### config.mk
export PLATFORM = sky130hd
export DESIGN_NAME = intersection_timer
export DESIGN_NICKNAME = d
export VERILOG_FILES = /design/src/rtl/intersection_timer.sv
export SDC_FILE = /design/constraint.sdc
export NUM_CORES = 1
export LEC_CHECK = 0
export CAP_MARGIN = 20
export CELL_PAD_IN_SITES_DETAIL_PLACEMENT = 0
export CELL_PAD_IN_SITES_GLOBAL_PLACEMENT = 2
export CORE_MARGIN = 2
export CORE_UTILIZATION = 36
export DETAILED_ROUTE_END_ITERATION = 6
export HOLD_SLACK_MARGIN = 0.05
export PLACE_DENSITY_LB_ADDON = 0.1
export SLEW_MARGIN = 20
export SYNTH_ARGS = -nofsm -noshare
export SYNTH_HDL_FRONTEND = slang
export SYNTH_SLANG_ARGS = --single-unit
### constraint.sdc
create_clock -name clk -period 4.5 [get_ports clk]
set_input_delay 0.9 -clock clk [delete_from_list [all_inputs] [get_ports clk]]
set_output_delay 0.9 -clock clk [all_outputs]
set_load 0.01 [all_outputs]
### src/rtl/intersection_timer.sv
// Master countdown for a two-way intersection: alternates NS and EW green phases
// separated by all-red clearance, with pedestrian-request shortening.
module intersection_timer #(
  parameter int unsigned TICK_DIV   = 50,
  parameter int unsigned GREEN_TIME = 120,
  parameter int unsigned PED_TIME   = 30,
  parameter int unsigned CLEAR_TIME = 3
) (
  input  logic       clk,
  input  logic       rst_n,
  input  logic       run,
  input  logic       ped_req,
  output logic [6:0] master_timer,
  output logic       ns_enable,
  output logic       ew_enable,
  output logic [1:0] phase
);

  localparam int unsigned PW = $clog2(TICK_DIV);
  localparam int unsigned CW = $clog2(CLEAR_TIME + 1);

  typedef enum logic [2:0] {
    StIdle,
    StNs,
    StClearNs,
    StEw,
    StClearEw
  } state_e;

  state_e          r_state, w_state_nxt;
  logic [PW-1:0]   r_presc, w_presc_nxt;
  logic [6:0]      r_timer, w_timer_nxt;
  logic [CW-1:0]   r_clr, w_clr_nxt;
  logic            r_ped, w_ped_nxt;
  logic            w_tick;

  assign w_tick = (r_presc == PW'(TICK_DIV - 1));

  always_ff @(posedge clk or negedge rst_n) begin
    if (!rst_n) begin
      r_state <= StIdle;
      r_presc <= '0;
      r_timer <= '0;
      r_clr   <= '0;
      r_ped   <= 1'b0;
    end else begin
      r_state <= w_state_nxt;
      r_presc <= w_presc_nxt;
      r_timer <= w_timer_nxt;
      r_clr   <= w_clr_nxt;
      r_ped   <= w_ped_nxt;
    end
  end

  always_comb begin
    w_state_nxt = r_state;
    w_presc_nxt = w_tick ? '0 : r_presc + PW'(1);
    w_timer_nxt = r_timer;
    w_clr_nxt   = r_clr;
    w_ped_nxt   = r_ped | ped_req;

    if (!run) begin
      w_state_nxt = StIdle;
      w_presc_nxt = '0;
      w_timer_nxt = '0;
      w_clr_nxt   = '0;
      w_ped_nxt   = 1'b0;
    end else begin
      unique case (r_state)
        StIdle: begin
          w_state_nxt = StNs;
          w_timer_nxt = 7'(GREEN_TIME);
        end
        StNs, StEw: begin
          if (w_tick) begin
            if (r_timer == 7'd0) begin
              w_state_nxt = (r_state == StNs) ? StClearNs : StClearEw;
            end else if (r_ped && (r_timer > 7'(PED_TIME))) begin
              // Request consumed; a fresh request in the same cycle re-arms it.
              w_timer_nxt = 7'(PED_TIME);
              w_ped_nxt   = ped_req;
            end else begin
              w_timer_nxt = r_timer - 7'd1;
            end
          end
        end
        StClearNs, StClearEw: begin
          w_timer_nxt = '0;
          if (w_tick) begin
            if (r_clr == CW'(CLEAR_TIME - 1)) begin
              w_state_nxt = (r_state == StClearNs) ? StEw : StNs;
              w_timer_nxt = 7'(GREEN_TIME);
            end else begin
              w_clr_nxt = r_clr + CW'(1);
            end
          end
        end
        default: begin
          w_state_nxt = StIdle;
          w_timer_nxt = '0;
        end
      endcase

      if (w_state_nxt != r_state) begin
        w_presc_nxt = '0;
        w_clr_nxt   = '0;
        if (w_state_nxt == StClearNs || w_state_nxt == StClearEw || w_state_nxt == StIdle) begin
          w_ped_nxt = 1'b0;
        end
      end
    end
  end

  always_comb begin
    master_timer = r_timer;
    ns_enable    = (r_state == StNs);
    ew_enable    = (r_state == StEw);
    unique case (r_state)
      StNs:                 phase = 2'd1;
      StEw:                 phase = 2'd2;
      StClearNs, StClearEw: phase = 2'd3;
      default:              phase = 2'd0;
    endcase
  end

endmodule

# Word-level counts from Yosys, hierarchy flattened
# Cells that the tools add are included.
dict set report word_totals {
  out_inout_bits 11
  register_bits 19
  wordCells 66
}
dict set report op_classes {
  muxes 32
  bitwise_logic 1
  eq_ne 14
  n_reduce_logical 10
  addsub 3
  order_cmp 1
}
# op count
set op_table {}
lappend op_table {{$mux W7} 6}
lappend op_table {{$mux W3} 7}
lappend op_table {{$pmux W7 S3} 1}
lappend op_table {{$mux W6} 3}
lappend op_table {{$mux W2} 6}
lappend op_table {{$eq A3 B2 Y1 const B} 3}
lappend op_table {{$pmux W3 S3} 1}
lappend op_table {{$gt A7 B5 Y1 const B} 1}
lappend op_table {{$logic_not A7 Y1} 1}
lappend op_table {{$mux W1} 7}
lappend op_table {{$sub A7 B1 Y7 const B} 1}
lappend op_table {{$add A6 B1 Y6 const B} 1}
lappend op_table {{$eq A3 B3 Y1 const B} 2}
lappend op_table {{$eq A6 B6 Y1 const B} 1}
lappend op_table {{$logic_not A3 Y1} 2}
lappend op_table {{$ne A3 B1 Y1 const B} 2}
lappend op_table {{$ne A3 B3 Y1 const B} 2}
lappend op_table {{$pmux W2 S3} 1}
lappend op_table {{$reduce_or A2 Y1} 2}
lappend op_table {{$eq A3 B1 Y1 const B} 1}
lappend op_table {{$ne A3 B2 Y1 const B} 1}
lappend op_table {{$ne A3 B3 Y1} 1}
lappend op_table {{$reduce_and A3 Y1} 1}
lappend op_table {{$add A2 B1 Y2 const B} 1}
lappend op_table {{other kinds (5)} 6}

# Longest topological paths before layout
dict set report depth {
  ltp_word 12
  depth_mapped 7
  mapped_depth_nobuf 7
}

# Worst setup path before layout
# Ideal clock, no wire load.
dict set report synth_path {
  path_kind {register -> register}
  start {register r_timer[1] (netlist: master_timer[1])}
  end {register r_clr[0]}
  arrival_ns 1.933
  synth_period_minus_slack_ns 2.059
  slack_ns 2.441
  t_required_ns 4.374
  stages_incl_launch_ff 8
  cell_sequence {dfrtp_1 inv_1 ha_1 or4b_4 nor4_4 a21oi_2 o31ai_2 nor2_1}
}
dict set report synth_via {
  elab_chain_len 8
  word_cells_on_any_way 12
}
# element line
set synth_lines {}
lappend synth_lines {{start, declared} 32} ;# logic [6:0] r_timer, w_timer_nxt;
lappend synth_lines {{start signal, assigned} 49} ;# r_timer <= w_timer_nxt;
lappend synth_lines {{$logic_not A7 Y1 (*)} 76} ;# if (r_timer == 7'd0) begin
lappend synth_lines {{$mux W3 (*)} 76}
lappend synth_lines {{$mux W3 (*)} 75} ;# if (w_tick) begin
lappend synth_lines {{$pmux W3 S3 (*)} 69} ;# unique case (r_state)
lappend synth_lines {{$mux W3 (*)} 62} ;# if (!run) begin
lappend synth_lines {{$ne A3 B3 Y1 (*)} 104} ;# if (w_state_nxt != r_state) begin
lappend synth_lines {{$ne A3 B1 Y1 (no line) (tied with other cells)} -}
lappend synth_lines {{$reduce_and A3 Y1 (no line) or $mux W2 (tied branches)} -}
lappend synth_lines {{end signal, assigned} 50} ;# r_clr <= w_clr_nxt;
lappend synth_lines {{end, declared} 33} ;# logic [CW-1:0] r_clr, w_clr_nxt;
# Every way passes the cells marked *; elsewhere a longest branch is shown, timed or not. The select of a mux whose other input is x is not followed.
# A chain may end at the register's enable or synchronous reset.

# Worst setup path in the final report
dict set report layout_path {
  start {register r_state[2]}
  end {output phase[0]}
}
dict set report layout_via {
  elab_chain_len 3
  word_cells_on_any_way 6
}
# element line
set layout_lines {}
lappend layout_lines {{start, declared} 30} ;# state_e r_state, w_state_nxt;
lappend layout_lines {{start signal, assigned} 41} ;# r_state <= StIdle;
lappend layout_lines {{start signal, assigned} 47} ;# r_state <= w_state_nxt;
lappend layout_lines {{$eq A3 B2 Y1 or $eq A3 B3 Y1 (tied branches)} 118} ;# unique case (r_state)
lappend layout_lines {{$reduce_or A2 Y1} 118}
lappend layout_lines {{$pmux W2 S3 (*)} 118}
lappend layout_lines {{end, declared} 16} ;# output logic [1:0] phase
# Every way passes the cells marked *; elsewhere a longest branch is shown, timed or not.

==> flow_summary.yaml <==
yosys:
  synth_top_area_cell: "dfrtp_1"
  ys_warn_count: 0
  synth_simple_gate_area_share: 0.2983
  ys_seq_elements: 19
  synth_adder_area_share: 0.05924
  synthArstFlopShare: 1.000
  synth-compound-area-share: 0.1716
  synth.top_cell.area_share: 0.3882
  synth_flop_cell: "dfrtp_1"
  syn_nets: 144
  avgSynthCellArea_um2: 9.074
  synth_common_cells: "19 x dfrtp_1, 17 x nor2_1, 11 x nand2_1"
  synthCells: 135
  syn-cell-area_um2: 1225
  synth.area.top_cells: "dfrtp_1 39%, nor2_1 5.2%, ha_1 5.1%"
  synth_edf_count: 0
  synth_top_family_by_area: "simple AND/OR/NAND/NOR gates"
  synth_mux_area_frac: 0
  synth-xor-area-share: 0.05005
  yosysSeqAreaShare: 0.3882
  synth.distinct_cells: 43
  yosysMostFrequentCell: "dfrtp_1"
placed_design:
  portBuffers: 14
  place_area_um2: 1405
  dp_hpwl_um: 2039
  dpl_worst_slack_ps: 1904
  routabilityCongestion: 0.8323
setup_path:
  crit_arrival_ps: 2060
  critPathLaunchType: "flop"
  r2r_slack_ps: 2230
  r2r-end: "r_clr[0]"
  crit_type: "flop to primary output"
  rr_startpoint: "master_timer[1]"
  cp_max_fo: 13
  crit_required_ps: 3600
  reg2reg_depth: 7
  worstSetupEndpointType: "primary output"
sta:
  min_period_ps: 2959
  grt_setup_unrepaired: "false"
  final_max_slew_viol_count: 0
  slew_headroom: 0.4086
  fmax_mhz: 337.9
  finalSetupViolCount: 0
  totalNegativeSetupSlack_ps: 0
  fin_skew_ps: 7.380
  timing.final.crit_share: 0.6576
  setup_ws_ps: 1541
  max_slew.worst_pin.slew_ps: 884.3
  finalHoldViolations: 0
worst_hold_path:
  hold_class: "flop to flop"
  whs_path_depth: 1
  hold_end: "r_presc[0]"
  worstHoldStart: "r_presc[0]"
floorplan:
  fp.dieW_um: 62.33
  ios: 15
  core_area_um2: 3311
  dieArea_um2: 3885
  std_cell_rows: 21
  initial_core_util: 0.3700
  fp.dieH_um: 62.33
power:
  power_frac_comb: 0.151
  intPower_uw: 232.4
  p_sw_frac: 0.2782
  fin_total_pwr_uw: 321.9
  seqPwrFrac: 0.573
  p_leak_nw: 0.5470
  power_switching_uw: 89.56
  pwr-share-clk: 0.276
  power_density_nw_per_um2: 224.9
  peakVddDrop_mv: 0.08241
detailed_routing:
  antenna_left: 0
  drt-pass1-iter-count: 4
  vias: 1034
  drt-initial-drc-count: 41
  drt-wirelength-per-cell_um: 14.05
  post-route-drc-count: 0
  viasPerCell: 5.303
  wl_um: 2739
finish:
  area_growth_pct: 16.85
  num_antenna_cells: 0
  layout-drive-gt1-share: 0.1141
  stdcell_area_um2: 1431
  nNetsFinal: 159
global_route:
  antenna_found_initial: 0
  grt_max_degree: 20
  track_usage: 0.1552
  overflow: 0
  grt_first_pass_wirelength_um: 4871
  grt_pass1_vias: 1032
clock_tree:
  ctsResizeCount: 0
  root_buffer: "clkbuf_4"
  cts.path.max_buffers: 2
  numCtsBuffers: 3
  htree_levels: 1
  clock-sinks: 19
  cts_setup_buffers: 0
  clkTransAtPathRegs_ps: 120
  cts_tree: "yes"
  hold_buffers: 0
  clk_latency_ps: 300
outcome:
  outcome: "completed"
run:
  max_cap_viol_count: 0
## power by group through the flow
stage	Combinational [mW]	Clock (mW)	Sequential, mW
2_1_floorplan	0.0277	0	0.186
3_3_place_gp	0.0498	0	0.188
3_5_place_dp	0.0492	0	0.188
4_1_cts	0.0497	0.0949	0.185
5_1_grt	0.0541	0.105	0.186
6_report	0.0486	0.0889	0.184
## routing by layer
metal,vias to the layer above,track usage,routed length [um]
li1,511,-,-
met1,499,0.2066,1275
met2,22,0.2636,1366
met3,2,0.02174,76
met4,0,0.04444,21
met5,-,0,0
## sequential cells by signal (all words and copies together), names as in the netlist
signal,cells
master_timer,7
r_state,3
r_presc,6
r_ped,1
r_clr,2
## critical path: stages, from the launching register on
cell and delay, ps:
dfrtp_1 590, or3b_2 510, o21ai_0 100, clkdlybuf4s50_1 560
## layout by cell type, fill, tap and decap left out, types with 2 or more instances in the layout
cell type / netlist / layout
a21oi_1: 9 / 9
and2_1: 3 / 3
clkbuf_4: 0 / 3
clkdlybuf4s50_1: 0 / 14
dfrtp_1: 19 / 19
ha_1: 5 / 5
inv_1: 6 / 6
nand2_1: 11 / 11
nand2b_1: 3 / 3
nand3_1: 6 / 6
nand4_1: 2 / 2
nor2_1: 17 / 17
nor2b_1: 3 / 3
nor3b_2: 2 / 2
o211ai_1: 2 / 2
o21ai_0: 8 / 8
o22ai_1: 2 / 2
or3b_2: 2 / 2
or4_2: 3 / 3
xnor2_1: 4 / 4
xor2_1: 3 / 3
## final cells by class
cell class,count,area (um^2)
Tap cell,46,57.56
Clock buffer,4,26.28
Fill cell,333,1879
Multi-Input combinational cell,106,709.4
Sequential cell,19,475.5
Inverter,6,22.52
Timing Repair Buffer,14,140.1
## cells by family after synthesis
family,after synthesis
AND/OR/NAND/NOR,63
AO/OA/AOI/OAI,30
flip-flops,19
buffers and inverters,10
XOR/XNOR,7
adder cells (fa/ha/maj),6
## worst max path at each step
stage / start / endpoint / slack [ps] / depth (start not counted)
global route: r_state[2] / phase[0] / 1460 / 3
global placement: r_state[2] / phase[0] / 1940 / 3
finish: r_state[2] / phase[0] / 1540 / 3
CTS: r_state[2] / phase[0] / 1560 / 3
detailed placement: r_state[2] / phase[0] / 1900 / 3
floorplan: master_timer[1] / r_clr[0] / 2440 / 7
## through the flow
| step | utilization | hold slack, ps | instances |
|---|---|---|---|
| CTS | 0.4324 | 511.6 | 195 |
| floorplan | - | 460.1 | 135 |
| detailed placement | 0.4244 | 494.7 | 191 |
| global route | 0.4324 | 533.8 | 195 |
| finish | 0.4324 | 500.7 | 195 |
| global placement | 0.4244 | 490.6 | 191 |
(Power assumes the default switching activity.)
==> variant (config.mk and constraints unchanged) <==
Set the parameter `TICK_DIV` to 25 (it was 50).
--- a/src/rtl/intersection_timer.sv
+++ b/src/rtl/intersection_timer.sv
@@ -3,3 +3,3 @@
 module intersection_timer #(
-  parameter int unsigned TICK_DIV   = 50,
+  parameter int unsigned TICK_DIV   = 25,
   parameter int unsigned GREEN_TIME = 120,
Check against the original RTL: same outputs for any inputs over 10 cycles, from zero or initial values and one cycle with rst_n low; that may be too few to reach the edited logic, so the function may still have changed.
==> variant against the original RTL <==
Non-clock buffer count stayed put; clock skew is 0.00086 ns lower; wire length is 4.3% lower; synthesized area is 3.7% lower; sequential cell count is 1 lower; design area is 3.6% lower; setup slack better by 0.014 ns; power is 2.1% higher; via count is 6.5% lower; fmax is 0.49% higher; clock power is 17% higher; count of clock-buffer cells in the layout stayed put; cell count is 4.6% lower; sequential share of layout area is 0.58 points lower; critical path type unchanged; highest routed layer unchanged.
==> variant: results (changes against the original RTL) <==
* Outcome: complete, no violations
* Nets@finish at 152 (-4.4%)
* Largest net degree at the start of global routing at 19 (-5.0%)
* Synth cell types at 41 (-4.7%)
* Fill count at 332 (-0.30%)
* Gr usage total at 16.1% (+0.58 points)
* Worst EP arrival at 2.04 ns (-0.02 ns)
* Drt first-iter violations at 43 (+4.9%)
* Worst VDD drop at 89.1 uV (+8.1%)
* Share of layout cells above drive strength 1 at 6.34% (-5.1 points)
* Reg2reg setup slack at 2.36 ns (+0.13 ns)
* HPWL after DPL at 1920 um (-5.8%)
* Final WL at 2620 um (-4.3%)
* Register area share after synthesis at 38.2% (-0.64 points)
* Cell-internal power at 238 uW (+2.5%)
* Antenna violations before repair at 0 (unchanged)
* Dpl ws at 1.97 ns (+0.0611 ns)
* Worst r2r path cells at 6 (-1)
* Drt via density at 5.20 (-2.0%)
* Critical path peak fanout at 14 (+1)
* Met3 Resource Use GR at 2.52% (+0.35 points)
* First-pass GRT wire length at 4400 um (-9.6%)
* Vias in the first global route at 935 (-9.4%)
* Worst-Margin Slew at 0.823 ns (-0.0608 ns)
* M2 GR Usage at 22.9% (-3.4 points)
* Final GP Congestion at 0.788 (-5.3%)
* Synth cell count leaders: dfrtp_1, nor2_1, inv_1
* LEAKAGE at 0.000572 uW (+4.6%)
* Worst r2r src: master_timer[0]
* Hold path start: r_presc[0]
* Synth area leaders: dfrtp_1, nor2_1, ha_1, o221a_1, o21ai_0
* Grt met1 use at 23.6% (+2.9 points)
* R2r endpoint: master_timer[4]
[variant: how the worst max path moves through the flow]
| stage | from | slack, ns | cells after the start | end |
|---|---|---|---|---|
| 6_report | r_state[2] | 1.56 | 3 | phase[0] |
| 5_1_grt | r_state[2] | 1.44 | 3 | phase[0] |
| 4_1_cts | r_state[2] | 1.59 | 3 | phase[0] |
| 3_5_place_dp | r_state[2] | 1.97 | 3 | phase[0] |
| 3_3_place_gp | r_state[2] | 1.99 | 3 | phase[0] |
| 2_1_floorplan | master_timer[0] | 2.60 | 6 | master_timer[4] |
[variant: cell families (layout without fill, tap and decap cells)]
logic type	Yosys count	in the layout	share of synthesized area [%]
buffers and inverters	15	27	5.51
AOI/OAI and AO/OA	33	33	19.7
adders and majority gates	6	6	6.15
DFF	18	18	38.2
and+or+nand+nor	50	50	24.4
xor gates and xnor gates	7	7	5.20
muxes	1	1	0.848
[variant: layout make-up]
class                      instances  area (um^2)  share of cell area, %
inverter                           9         33.8                   2.45
clock buffer                       4         36.3                   2.63
multi-input combinational         97          664                   48.1
timing repair buffer              14          140                   10.2
tap                               44         55.1                   3.99
sequential                        18          450                   32.6
[variant: power groups by stage]
stage,logic [uW],clock network [uW],registers [uW]
floorplan,30.6,0,176
global placement,48.8,0,179
detailed placement,49.2,0,179
CTS,49.4,110,176
global route,54.7,118,178
finish,48.7,104,176
[variant: critical path, stage by stage (launching register included)]
cell	delay [ns]
dfrtp_1	0.53
nand2b_1	0.39
a31oi_1	0.26
clkdlybuf4s50_1	0.56
[variant: per-layer routing]
| metal | vias to the layer above | routed length [um] | part of all wire, % |
|---|---|---|---|
| li1 | 488 | - | - |
| met1 | 459 | 1350 | 51 |
| met2 | 16 | 1150 | 44 |
| met3 | 4 | 85 | 3.2 |
| met4 | 0 | 33 | 1.3 |
| met5 | - | 0 | 0 |
[variant: through the flow]
| stage | power (uW) | hold WS, ns | cells | cell area, um^2 |
|---|---|---|---|---|
| after floorplan | 207 | 0.453 | 130 | 1180 |
| after CTS | 336 | 0.500 | 186 | 1380 |
| after global routing | 350 | 0.520 | 186 | 1380 |
| final | 329 | 0.498 | 186 | 1380 |
| after detailed placement | 228 | 0.485 | 182 | 1340 |
| after global placement | 228 | 0.477 | 182 | 1340 |
